===== src/rtl/sar_search_4_bit.sv =====
// sar_search_4_bit: successive-approximation (binary) search over a 4-bit
// window, driving an external magnitude comparator (A = hidden target,
// B = cand) and narrowing [lo, hi] until the target is matched or excluded.
//
// Ports
//   clk                 rising-edge clock
//   rst                 asynchronous, active-high reset
//   start               launch a search (sampled only while idle)
//   range_lo/range_hi   inclusive search window, captured on accepted start
//   cmp_gt/cmp_lt/cmp_eq comparator flags for target vs cand
//   cand                registered probe value (comparator operand B)
//   busy                high whenever the engine is not idle
//   done                one-cycle completion pulse
//   result/found        matched value and its valid flag
//   err                 illegal window or illegal comparator flag set
//   steps               number of probes evaluated in the last/current search
module sar_search_4_bit (
  input  logic       clk,
  input  logic       rst,
  input  logic       start,
  input  logic [3:0] range_lo,
  input  logic [3:0] range_hi,
  input  logic       cmp_gt,
  input  logic       cmp_lt,
  input  logic       cmp_eq,
  output logic [3:0] cand,
  output logic       busy,
  output logic       done,
  output logic [3:0] result,
  output logic       found,
  output logic       err,
  output logic [2:0] steps
);

  localparam int unsigned DW = 4;
  localparam int unsigned SW = 3;

  typedef enum logic [1:0] {
    S_IDLE,
    S_DRIVE,
    S_SAMPLE,
    S_DONE
  } state_t;

  state_t        r_state, w_state_nxt;
  logic [DW-1:0] r_lo, r_hi, r_cand, r_result;
  logic [DW-1:0] w_lo_nxt, w_hi_nxt, w_cand_nxt, w_result_nxt;
  logic [SW-1:0] r_steps, w_steps_nxt;
  logic          r_found, r_err, r_busy, r_done;
  logic          w_found_nxt, w_err_nxt, w_busy_nxt, w_done_nxt;
  logic [2:0]    w_flags;

  assign w_flags = {cmp_gt, cmp_lt, cmp_eq};

  // State and datapath registers; reset clears everything immediately.
  always_ff @(posedge clk or posedge rst) begin
    if (rst) begin
      r_state  <= S_IDLE;
      r_lo     <= '0;
      r_hi     <= '0;
      r_cand   <= '0;
      r_result <= '0;
      r_steps  <= '0;
      r_found  <= 1'b0;
      r_err    <= 1'b0;
      r_busy   <= 1'b0;
      r_done   <= 1'b0;
    end else begin
      r_state  <= w_state_nxt;
      r_lo     <= w_lo_nxt;
      r_hi     <= w_hi_nxt;
      r_cand   <= w_cand_nxt;
      r_result <= w_result_nxt;
      r_steps  <= w_steps_nxt;
      r_found  <= w_found_nxt;
      r_err    <= w_err_nxt;
      r_busy   <= w_busy_nxt;
      r_done   <= w_done_nxt;
    end
  end

  // Next-state and next-register values.
  always_comb begin
    w_state_nxt  = r_state;
    w_lo_nxt     = r_lo;
    w_hi_nxt     = r_hi;
    w_cand_nxt   = r_cand;
    w_result_nxt = r_result;
    w_steps_nxt  = r_steps;
    w_found_nxt  = r_found;
    w_err_nxt    = r_err;
    w_done_nxt   = 1'b0;

    unique case (r_state)
      S_IDLE: begin
        if (start) begin
          w_steps_nxt = '0;
          w_found_nxt = 1'b0;
          if (range_lo <= range_hi) begin
            w_lo_nxt    = range_lo;
            w_hi_nxt    = range_hi;
            w_err_nxt   = 1'b0;
            w_state_nxt = S_DRIVE;
          end else begin
            w_err_nxt   = 1'b1;
            w_state_nxt = S_DONE;
          end
        end
      end

      // Midpoint uses a 5-bit sum so lo+hi cannot overflow.
      S_DRIVE: begin
        w_cand_nxt  = DW'((5'(r_lo) + 5'(r_hi)) >> 1);
        w_state_nxt = S_SAMPLE;
      end

      // cand has been stable a full cycle; flags are now trustworthy.
      S_SAMPLE: begin
        w_steps_nxt = SW'(r_steps + SW'(1));
        case (w_flags)
          3'b001: begin
            w_result_nxt = r_cand;
            w_found_nxt  = 1'b1;
            w_state_nxt  = S_DONE;
          end
          3'b100: begin
            // Target above cand: stop at the top of the window, else raise lo.
            if (r_cand == r_hi) begin
              w_found_nxt = 1'b0;
              w_state_nxt = S_DONE;
            end else begin
              w_lo_nxt    = DW'(r_cand + DW'(1));
              w_state_nxt = S_DRIVE;
            end
          end
          3'b010: begin
            // Target below cand: stop at the bottom of the window, else lower hi.
            if (r_cand == r_lo) begin
              w_found_nxt = 1'b0;
              w_state_nxt = S_DONE;
            end else begin
              w_hi_nxt    = DW'(r_cand - DW'(1));
              w_state_nxt = S_DRIVE;
            end
          end
          default: begin
            w_err_nxt   = 1'b1;
            w_found_nxt = 1'b0;
            w_state_nxt = S_DONE;
          end
        endcase
      end

      S_DONE: begin
        w_done_nxt  = 1'b1;
        w_state_nxt = S_IDLE;
      end

      default: w_state_nxt = S_IDLE;
    endcase

    w_busy_nxt = (w_state_nxt != S_IDLE);
  end

  assign cand   = r_cand;
  assign busy   = r_busy;
  assign done   = r_done;
  assign result = r_result;
  assign found  = r_found;
  assign err    = r_err;
  assign steps  = r_steps;

endmodule


===== config.mk =====
export PLATFORM = sky130hd
export DESIGN_NAME = sar_search_4_bit
export DESIGN_NICKNAME = d
export VERILOG_FILES = /design/src/rtl/sar_search_4_bit.sv
export SDC_FILE = /design/constraint.sdc
export NUM_CORES = 1
export LEC_CHECK = 0
export CORE_AREA = 2 2 60 62
export CTS_BUF_LIST = sky130_fd_sc_hd__clkbuf_8
export DETAILED_ROUTE_END_ITERATION = 10
export DIE_AREA = 0 0 62 64
export PLACE_DENSITY = 0.76
export SKIP_LAST_GASP = 1
export SYNTH_ARGS = -nofsm -noshare
export SYNTH_HDL_FRONTEND = slang
export SYNTH_SLANG_ARGS = --single-unit
export TNS_END_PERCENT = 20

===== constraint.sdc =====
create_clock -name clk -period 1.7 [get_ports clk]
set_clock_uncertainty 0.2 [all_clocks]
set_input_delay 0.34 -clock clk [delete_from_list [all_inputs] [get_ports clk]]
set_output_delay 0.34 -clock clk [all_outputs]
set_load 0.02 [all_outputs]

==> reports/summary.txt <==
Top FF cell, synth = dfrtp_1
Clock root buffer = clkbuf_8
Slew margin rel. = 0.7266
Layout net count = 258
CTS tree = yes
Crit Path Category = register to register
# fillers = 230
IO Port Bufs = 28
Inst Count DP = 259
Slew @ Worst Pin = 0.4102 ns
Drt pass-1 iters = 4
Final RePlAce weighted congestion = 0.8504
Final worst setup slack = -0.2442 ns
# diodes = 0
Final Max Tran Viols = 0
Max-cap violations = 0
Die Area = 3968 um2
Post-synth cell types = 43
Lkg Pwr = 1.178 nW
Final core occ = 0.7547
Commonest cells after routing, fill and taps aside = buf_4, dfrtp_1, nand2_1
Mapped Cells = 156
Drt via density = 5.068
Worst min path class = input port to asynchronous set/reset pin
Final setup fails = 27
Die Y = 64 um
Tot GR Track Use = 0.2175
Post-DP HPWL = 2992 um
Critical path capture point type = register
Clock-pin slew on the worst setup and hold paths = 0.09 ns
Syn nets = 181
Async set or reset register ratio after synthesis = 1.000
Initial antenna violation count = 0
EDFF count, synth = 0
DRC = 0
Total grt overflow = 0
Syn_area_per_cell = 10.15 um2
Fmax = 514.4 MHz
DR vias = 1409
Initial drt markers = 59
Largest net degree at the start of global routing = 16
Reg area = 628.1 um2
Number of routed nets with antenna violations = 0
Synth Warn # = 0
Period minus WS final = 1.944 ns
Synth-to-layout area growth = 56.60%
WL final = 4151 um
Initial Utilization = 0.4819
Critical Path Fanout Max = 5
Share of layout cells above drive strength 1 = 0.4267
Finished Layout Cells = 278
Seq/Total Area, Yosys = 0.3953
Hold-fix buffers, CTS = 0
# IOs = 29
Worst Path Required = 1.66 ns
Max VDD drop = 0.0006845 V
First-pass GRT wire length = 6430 um
Mapped cell area = 1583 um2
Final hold slack = 0.03310 ns
Status = finished with violations
#FFs+latches synth = 25
Failing checks = negative setup slack
Type of origin of the critical path = register
Power Dens Cells = 1827 nW/um2
FP Rows = 21
Total CTS buffers = 3
Clk_lat worst skew = 0.27 ns
Floorplan core area = 3284 um2
Vias in the first global route = 1433
Clock Tree Buf Depth = 2
Final Hold Fails = 0
Critical Path AT = 1.91 ns
Commonest non-fill, non-tap cell in the layout = buf_4
Tot Pwr = 4.527 mW
Clock Sinks = 25
RSZ-0062 raised after global routing = yes
H-tree depth = 1
DR WL/cell = 14.93 um
Final cycle utilization of the critical path = 1.144
Multi-input gate area = 1027 um2
Die Width = 62 um
==> worst max-delay path, cell delays in order (launching register included) <==
cell and delay (ns):
dfrtp_1 0.44, buf_6 0.14, xor2_2 0.18, o41ai_4 0.34
buf_4 0.19, buf_4 0.11, nand2_2 0.05, a31o_1 0.18
==> kinds of logic after synthesis <==
| family | Yosys count | synth area share |
|---|---|---|
| fa+ha+maj | 11 | 0.09170 |
| xor+xnor | 16 | 0.09328 |
| simple gates | 46 | 0.1526 |
| flops | 25 | 0.3953 |
| mux | 8 | 0.05612 |
| buf+inv | 17 | 0.05059 |
| compound gates | 33 | 0.1605 |
==> power by group <==
| group | internal, mW | switching (mW) | total [mW] | leakage [nW] |
|---|---|---|---|---|
| Clock | 0.162 | 0.191 | 0.352 | 0.0269 |
| Sequential | 0.888 | 0.231 | 1.12 | 0.301 |
| Combinational | 1.58 | 1.48 | 3.06 | 0.850 |
==> stage by stage <==
step	setup slack [ns]	cell area [um2]	TNS, ns
floorplan	-0.1571	1620	-1.236
finish	-0.2442	2479	-3.335
global route	-0.3127	2479	-4.872
global placement	-0.6544	2173	-7.394
CTS	-0.2243	2414	-3.576
detailed placement	-0.7391	2173	-8.284
==> synthesized netlist by cell type (2+ instances only) <==
library cell,instances,area (um2)
mux2_1,3,33.78
inv_1,10,37.54
o21ai_0,11,55.05
xnor2_1,5,43.79
dfrtp_1,25,625.6
nand4_1,2,12.51
nor2_1,8,30.03
a21oi_1,6,30.03
xor2_1,10,87.58
nand3_1,4,20.02
mux2_2,4,45.04
o22a_1,3,26.28
buf_2,3,15.01
ha_1,10,125.1
nand2b_1,3,18.77
nor2_2,2,12.51
nor2b_1,3,18.77
nand2_1,16,60.06
nor3_1,4,20.02
==> registers in the layout, indices dropped and copies added, names as in the netlist <==
| signal | flops |
|---|---|
| done | 1 |
| r_state | 2 |
| err | 1 |
| found | 1 |
| busy | 1 |
| result | 4 |
| steps | 3 |
| r_lo | 4 |
| cand | 4 |
| r_hi | 4 |
==> layout make-up <==
type	instances	area share
Clock buffer	3	0.01666
Clock inverter	1	0.001514
Inverter	10	0.01514
Multi-Input combinational cell	114	0.4144
Sequential cell	25	0.2534
Tap cell	46	0.02322
Timing Repair Buffer	79	0.2756
==> final timing paths <==
kind,endpoint,slack (ns),from,depth (start not counted)
min in group clk,result[1],0.31,result[1],1
setup reg to reg,found,-0.24,cand[0],7
setup / recovery,found,-0.24,cand[0],7
hold / removal,busy,0.03,rst,2
hold reg to reg,result[1],0.31,result[1],1
max in group asynchronous,r_hi[0],0.85,rst,3
==> repair_timing <==
action,CTS,global route
resized for setup,48,11
endpoints found under the setup margin,32,31
hold endpoints to repair,0,0
pin swaps,11,7
buffers inserted,12,4
==> layer usage <==
layer,share of wire,track usage
met1,0.41,0.2651
met2,0.55,0.3841
met3,0.027,0.02024
met4,0.014,0.07447
met5,0,0
No activity file was read; power rests on OpenSTA's default activity.
